[config.mk]
export PLATFORM = sky130hd
export DESIGN_NAME = wb_queue_flat
export DESIGN_NICKNAME = d
export VERILOG_FILES = /design/src/rtl/wb_queue_if.sv /design/src/rtl/wb_queue.sv /design/src/flat_wrapper.sv
export SDC_FILE = /design/constraint.sdc
export NUM_CORES = 1
export LEC_CHECK = 0
export BUFFER_PORTS_ARGS = -buffer_cell sky130_fd_sc_hd__buf_2
export CAP_MARGIN = 5
export CELL_PAD_IN_SITES_DETAIL_PLACEMENT = 1
export CELL_PAD_IN_SITES_GLOBAL_PLACEMENT = 1
export CORE_UTILIZATION = 46
export DETAILED_ROUTE_END_ITERATION = 10
export HOLD_SLACK_MARGIN = 0.08
export PLACE_DENSITY_LB_ADDON = 0.1
export REMOVE_ABC_BUFFERS = 1
export SLEW_MARGIN = 0
export SYNTH_ARGS = -nofsm -noshare
export SYNTH_HDL_FRONTEND = slang
export SYNTH_SLANG_ARGS = --single-unit
[constraint.sdc]
create_clock -name clk -period 2.8 [get_ports clk]
set_input_delay 0.14 -clock clk [delete_from_list [all_inputs] [get_ports clk]]
set_output_delay 0.14 -clock clk [all_outputs]
set_load 0.02 [all_outputs]
[src/rtl/wb_queue_if.sv]
// wb_queue_if: pipeline-side bundle for wb_queue (request, register-file write and lookup signals).
interface wb_queue_if;
  logic        in_valid;
  logic [4:0]  in_dest;
  logic [31:0] in_data;
  logic        in_ready;
  logic        flush;
  logic        wr_hold;
  logic        reg_write_en;
  logic [4:0]  write_dest;
  logic [31:0] write_data;
  logic [4:0]  look_reg1;
  logic [4:0]  look_reg2;
  logic        look_hit1;
  logic        look_hit2;
  logic [31:0] look_data1;
  logic [31:0] look_data2;
  logic [2:0]  count;
  modport master (
    output in_valid, in_dest, in_data, flush, wr_hold, look_reg1, look_reg2,
    input  in_ready, reg_write_en, write_dest, write_data, look_hit1, look_hit2,
           look_data1, look_data2, count
  );
  modport slave (
    input  in_valid, in_dest, in_data, flush, wr_hold, look_reg1, look_reg2,
    output in_ready, reg_write_en, write_dest, write_data, look_hit1, look_hit2,
           look_data1, look_data2, count
  );
endinterface

[src/rtl/wb_queue.sv]
// wb_queue: 4-entry in-order writeback queue with decode lookup.
// Defining WBQ_BYPASS_EN lets a request reach the register file in its own cycle when the queue is empty.
module wb_queue #(parameter int DEPTH = 4) (
  input logic       clk,
  input logic       reset,
  wb_queue_if.slave q
);
  logic [4:0]  dest_q [DEPTH];
  logic [31:0] data_q [DEPTH];
  logic [1:0]  head, tail, idx;
  logic [2:0]  cnt, cnt_v;
  logic        byp, acc, deq;
  // reset masks every combinational output, even before the reset edge lands
  assign cnt_v = reset ? 3'd0 : cnt;
`ifdef WBQ_BYPASS_EN
  assign byp = !reset && cnt == 3'd0 && q.in_valid && !q.wr_hold && !q.flush && q.in_dest != 5'd0;
`else
  assign byp = 1'b0;
`endif
  assign q.count        = cnt_v;
  assign q.in_ready     = cnt_v < 3'(DEPTH);
  assign q.reg_write_en = !reset && !q.wr_hold && (cnt != 3'd0 || byp);
  assign q.write_dest   = !q.reg_write_en ? 5'd0 : byp ? q.in_dest : dest_q[head];
  assign q.write_data   = !q.reg_write_en ? 32'd0 : byp ? q.in_data : data_q[head];
  assign deq = q.reg_write_en && !byp;
  assign acc = q.in_valid && q.in_ready && !q.flush && q.in_dest != 5'd0 && !byp;
  // walk oldest to youngest so the youngest match wins
  always_comb begin
    q.look_hit1  = 1'b0;
    q.look_hit2  = 1'b0;
    q.look_data1 = 32'd0;
    q.look_data2 = 32'd0;
    idx = 2'd0;
    for (int i = 0; i < DEPTH; i++) begin
      idx = head + 2'(i);
      if (3'(i) < cnt_v && q.look_reg1 != 5'd0 && dest_q[idx] == q.look_reg1) begin
        q.look_hit1  = 1'b1;
        q.look_data1 = data_q[idx];
      end
      if (3'(i) < cnt_v && q.look_reg2 != 5'd0 && dest_q[idx] == q.look_reg2) begin
        q.look_hit2  = 1'b1;
        q.look_data2 = data_q[idx];
      end
    end
  end
  always_ff @(posedge clk) begin
    if (reset || q.flush) begin
      head <= 2'd0;
      tail <= 2'd0;
      cnt  <= 3'd0;
    end else begin
      if (acc) begin
        dest_q[tail] <= q.in_dest;
        data_q[tail] <= q.in_data;
        tail <= tail + 2'd1;
      end
      if (deq) head <= head + 2'd1;
      cnt <= cnt + 3'(acc) - 3'(deq);
    end
  end
endmodule

[src/flat_wrapper.sv]
// flat-port wrapper written by rule: the top's interface ports become plain ports
module wb_queue_flat 
#(parameter int DEPTH = 4)
  (clk, reset, q_in_valid, q_in_dest, q_in_data, q_flush, q_wr_hold, q_look_reg1, q_look_reg2, q_in_ready, q_reg_write_en, q_write_dest, q_write_data, q_look_hit1, q_look_hit2, q_look_data1, q_look_data2, q_count);
  wb_queue_if q_i ();
  input logic clk;
  input logic reset;
  input wire logic [$bits(q_i.in_valid)-1:0] q_in_valid;
  input wire logic [$bits(q_i.in_dest)-1:0] q_in_dest;
  input wire logic [$bits(q_i.in_data)-1:0] q_in_data;
  input wire logic [$bits(q_i.flush)-1:0] q_flush;
  input wire logic [$bits(q_i.wr_hold)-1:0] q_wr_hold;
  input wire logic [$bits(q_i.look_reg1)-1:0] q_look_reg1;
  input wire logic [$bits(q_i.look_reg2)-1:0] q_look_reg2;
  output wire logic [$bits(q_i.in_ready)-1:0] q_in_ready;
  output wire logic [$bits(q_i.reg_write_en)-1:0] q_reg_write_en;
  output wire logic [$bits(q_i.write_dest)-1:0] q_write_dest;
  output wire logic [$bits(q_i.write_data)-1:0] q_write_data;
  output wire logic [$bits(q_i.look_hit1)-1:0] q_look_hit1;
  output wire logic [$bits(q_i.look_hit2)-1:0] q_look_hit2;
  output wire logic [$bits(q_i.look_data1)-1:0] q_look_data1;
  output wire logic [$bits(q_i.look_data2)-1:0] q_look_data2;
  output wire logic [$bits(q_i.count)-1:0] q_count;
  assign q_i.in_valid = q_in_valid;
  assign q_i.in_dest = q_in_dest;
  assign q_i.in_data = q_in_data;
  assign q_i.flush = q_flush;
  assign q_i.wr_hold = q_wr_hold;
  assign q_i.look_reg1 = q_look_reg1;
  assign q_i.look_reg2 = q_look_reg2;
  assign q_in_ready = q_i.in_ready;
  assign q_reg_write_en = q_i.reg_write_en;
  assign q_write_dest = q_i.write_dest;
  assign q_write_data = q_i.write_data;
  assign q_look_hit1 = q_i.look_hit1;
  assign q_look_hit2 = q_i.look_hit2;
  assign q_look_data1 = q_i.look_data1;
  assign q_look_data2 = q_i.look_data2;
  assign q_count = q_i.count;
  wb_queue #(.DEPTH(DEPTH)) u_core (.clk(clk), .reset(reset), .q(q_i));
endmodule
==> impl_metrics.tcl <==
set metrics [dict create \
    period_share_pct 137 \
    tightest_slew_ns 1.12 \
    violations "setup timing" \
    syn_inst 1117 \
    yosys.area_share.simple_pct 12.6 \
    synth_compound_area_share_pct 18.9 \
    grt_pass1_vias 11700 \
    clock_sinks 157 \
    gp_congestion 0.882 \
    start_util_pct 47.2 \
    finalSetupViolCount 66 \
    dp_hpwl_um 25900 \
    synth_edf_count 148 \
    core_area_mm2 0.0245 \
    grt_max_degree 106 \
    grt.total_usage_pct 35.1 \
    rows 57 \
    num-fill-cells 2539 \
    syn_avg_cell_area_um2 10.4 \
    worstSkewPairLatency_ns 0.45 \
    syn2layout_area_growth_pct 38.0 \
    drive_above_1_share_pct 38.3 \
    dieArea_mm2 0.0258 \
    firstDrtPassIters 8 \
    hp-start "q_flush" \
    cap_viol_max_count 0 \
    p_leak_nw 5.63 \
    avgRoutedWirePerCell_um 30.4 \
    dp.cells 1576 \
    synth_flop_cell "edfxtp_1" \
    dieWidth_um 161 \
    r2r-end "u_core.head[1]" \
    synth-seq-cells 157 \
    cp.required_ns 2.66 \
    async_flop_share_pct 0 \
    hold_viol 0 \
    ctsHtreeMaxLevel 4 \
    worstPathArrival_ns 3.71 \
    cts_root_buf "clkbuf_16" \
    layout_setup_ws_ns -1.05 \
    status "finished with violations" \
    ff_latch_area_mm2 0.00464 \
    drc 0 \
    holdPathStages 3 \
    yosysWarnings 0 \
    hold-path-endpoint "u_core.cnt[1]" \
    drv_slew 0 \
    period_minus_slack_ns 3.85 \
    max_freq_mhz 260 \
    final_nets 1422 \
    synthMuxAreaShare_pct 19.4 \
    fin_util_pct 65.2 \
    seq_area_frac_synth_pct 39.9 \
    path_max_fanout 7 \
    synth-adder-area-share_pct 0.820 \
    crit_type "register to output port" \
    clock_path_buffers 2 \
    wl_um 51800 \
    drtAntennaViolNets 0 \
    r2r_cells 7 \
    cts_buffers 17 \
    io_buffer_count 159 \
    viasPerCell 6.89 \
    ios 160 \
    drt_iter0_drc 1405 \
    peakVddDrop_v 0.000470 \
    worst_setup_path_end_kind "output port" \
    skew_ns 0.00899 \
    relSlewSlack_pct 25.3 \
    rsz0062_at_grt "yes" \
    power.density_mw_per_mm2 355 \
    yosys.area_share.xor_xnor_pct 3.25 \
    synth_area_mm2 0.0116 \
    dieHeight_um 161 \
    globalRouteOverflowTotal 0 \
    r2r_setup_slack_ns 0.46 \
    antenna_found_initial 2 \
    synth_cell_types 48 \
    cts_tree "yes" \
    startpoint_type "register" \
    finalNonFillerCells 1700 \
    regToRegStartpoint "u_core.head[0]" \
    synth_top_family_by_area "multiplexers" \
    vias 11700 \
    postLayoutCellArea_mm2 0.0160 \
    multi_input_area_mm2 0.00698 \
    clk_pin_slew_ns 0.07 \
    grt_pass1_wl_um 68800 \
    placed_area_mm2 0.0132 \
    hp-class "input pin to register" \
]
-- worst max-delay path, stage by stage, from the launching register on --
cell and delay, ns:
dfxtp_4 0.41, buf_6 0.13, mux4_2 0.56, xnor2_2 0.31, nand4_1 0.18, or4b_4 0.60
buf_12 0.18, buf_16 0.13, or2_0 0.23, a21oi_1 0.16, o22a_1 0.22, buf_6 0.14
-- sequential cells by signal, indices dropped and copies added, names as in the netlist, named ones only --
| register | cells |
|---|---|
| u_core.data_q | 128 |
| u_core.dest_q | 20 |
| u_core.cnt | 3 |
| u_core.head | 2 |
| u_core.tail | 2 |
-- cells in the final DEF (no fill, tap or decap), types with 15 or more instances in the layout --
master,count
mux2_2,32
dlygate4sd3_1,37
buf_2,109
mux4_2,51
nor3_1,15
a21oi_1,110
and2_1,39
o211ai_1,59
clkbuf_16,23
a211oi_1,33
nor2b_1,31
xnor2_2,16
buf_4,93
xnor2_1,20
edfxtp_1,148
buf_12,28
a22o_1,28
nor2_1,64
mux2i_1,72
o21ai_0,43
or2_0,17
nand2_1,37
buf_6,55
-- Yosys cell counts, types with 6 or more instances --
master / number / area [um^2]
clkbuf_1: 62 / 233
o21ai_0: 48 / 240
inv_1: 13 / 48.8
buf_6: 10 / 113
a21oi_1: 120 / 601
nand4_1: 6 / 37.5
xnor2_1: 36 / 315
and3_1: 9 / 56.3
o211ai_1: 59 / 443
a211oi_1: 33 / 248
buf_1: 20 / 75.1
mux4_2: 48 / 1080
o22a_1: 12 / 105
nor3_1: 20 / 100
and2_1: 43 / 269
a22o_1: 32 / 280
mux2_2: 32 / 360
edfxtp_1: 148 / 4440
or2_0: 19 / 119
nor2_1: 79 / 297
ha_1: 6 / 75.1
nand2_1: 38 / 143
buf_2: 22 / 110
nor2b_1: 31 / 194
a31oi_1: 20 / 125
mux2i_1: 73 / 731
nand3_1: 13 / 65.1
dfxtp_1: 9 / 180
o21ai_1: 16 / 80.1
xor2_1: 7 / 61.3
-- worst max path at each step --
stage,depth (start not counted),slack (ns),endpoint,start
3_3_place_gp,10,-0.33,q_look_data2[21],u_core.head[0]
6_report,11,-1.05,q_look_data2[10],u_core.head[0]
3_5_place_dp,10,-0.32,q_look_data2[21],u_core.head[0]
5_1_grt,11,-1.12,q_look_data2[6],u_core.head[0]
2_1_floorplan,5,-8.41,q_look_data1[31],u_core.head[1]
4_1_cts,11,-0.62,q_look_data2[6],u_core.head[0]
-- power breakdown --
group          internal (W)  switching (W)  leakage (nW)
Sequential          0.00259      0.0000206          1.41
Combinational      0.000184       0.000262          3.90
Clock               0.00158        0.00104         0.313
-- repair_timing --
item	in CTS	in global routing
hold buffers	37	0
setup buffers	28	15
pin swaps	51	46
endpoints found under the setup margin	66	66
cloned	8	8
hold endpoints to repair	148	0
gates resized for setup	170	92
-- per-layer routing --
| metal | vias up | GRT usage [%] | routed length [um] |
|---|---|---|---|
| met5 | - | 0 | 0 |
| met4 | 0 | 17.2 | 2860 |
| met3 | 243 | 5.81 | 5060 |
| met2 | 908 | 59.9 | 25100 |
| met1 | 5782 | 43.1 | 18700 |
| li1 | 4786 | - | - |
-- through the flow --
step           hold slack [ns]  TNS [ns]  power (W)  setup slack (ns)
5_1_grt                  0.122    -56.48    0.00578             -1.12
2_1_floorplan            0.239   -440.65    0.00282             -8.41
4_1_cts                 0.0905    -35.35    0.00561            -0.624
6_report                 0.104    -52.73    0.00568             -1.05
3_5_place_dp             0.357    -10.35    0.00300            -0.324
3_3_place_gp             0.354     -8.47    0.00298            -0.332
-- kinds of logic after synthesis --
logic type / count (synthesis)
AO/OA/AOI/OAI: 347
buffers and inverters: 129
XOR/XNOR: 43
flip-flops: 157
adder cells (fa/ha/maj): 7
multiplexers: 156
AND/OR/NAND/NOR: 278
-- final cells by class --
cell class / instances / area share [%]
clock buffers: 17 / 2.66
repair buffers: 343 / 20.5
well taps: 324 / 2.53
diodes: 1 / 0.0156
inverters: 13 / 0.321
clock inverters: 14 / 1.35
flip-flops and latches: 157 / 29.0
multi-input cells: 831 / 43.7
Note: power is estimated with default switching activity, not from simulation.
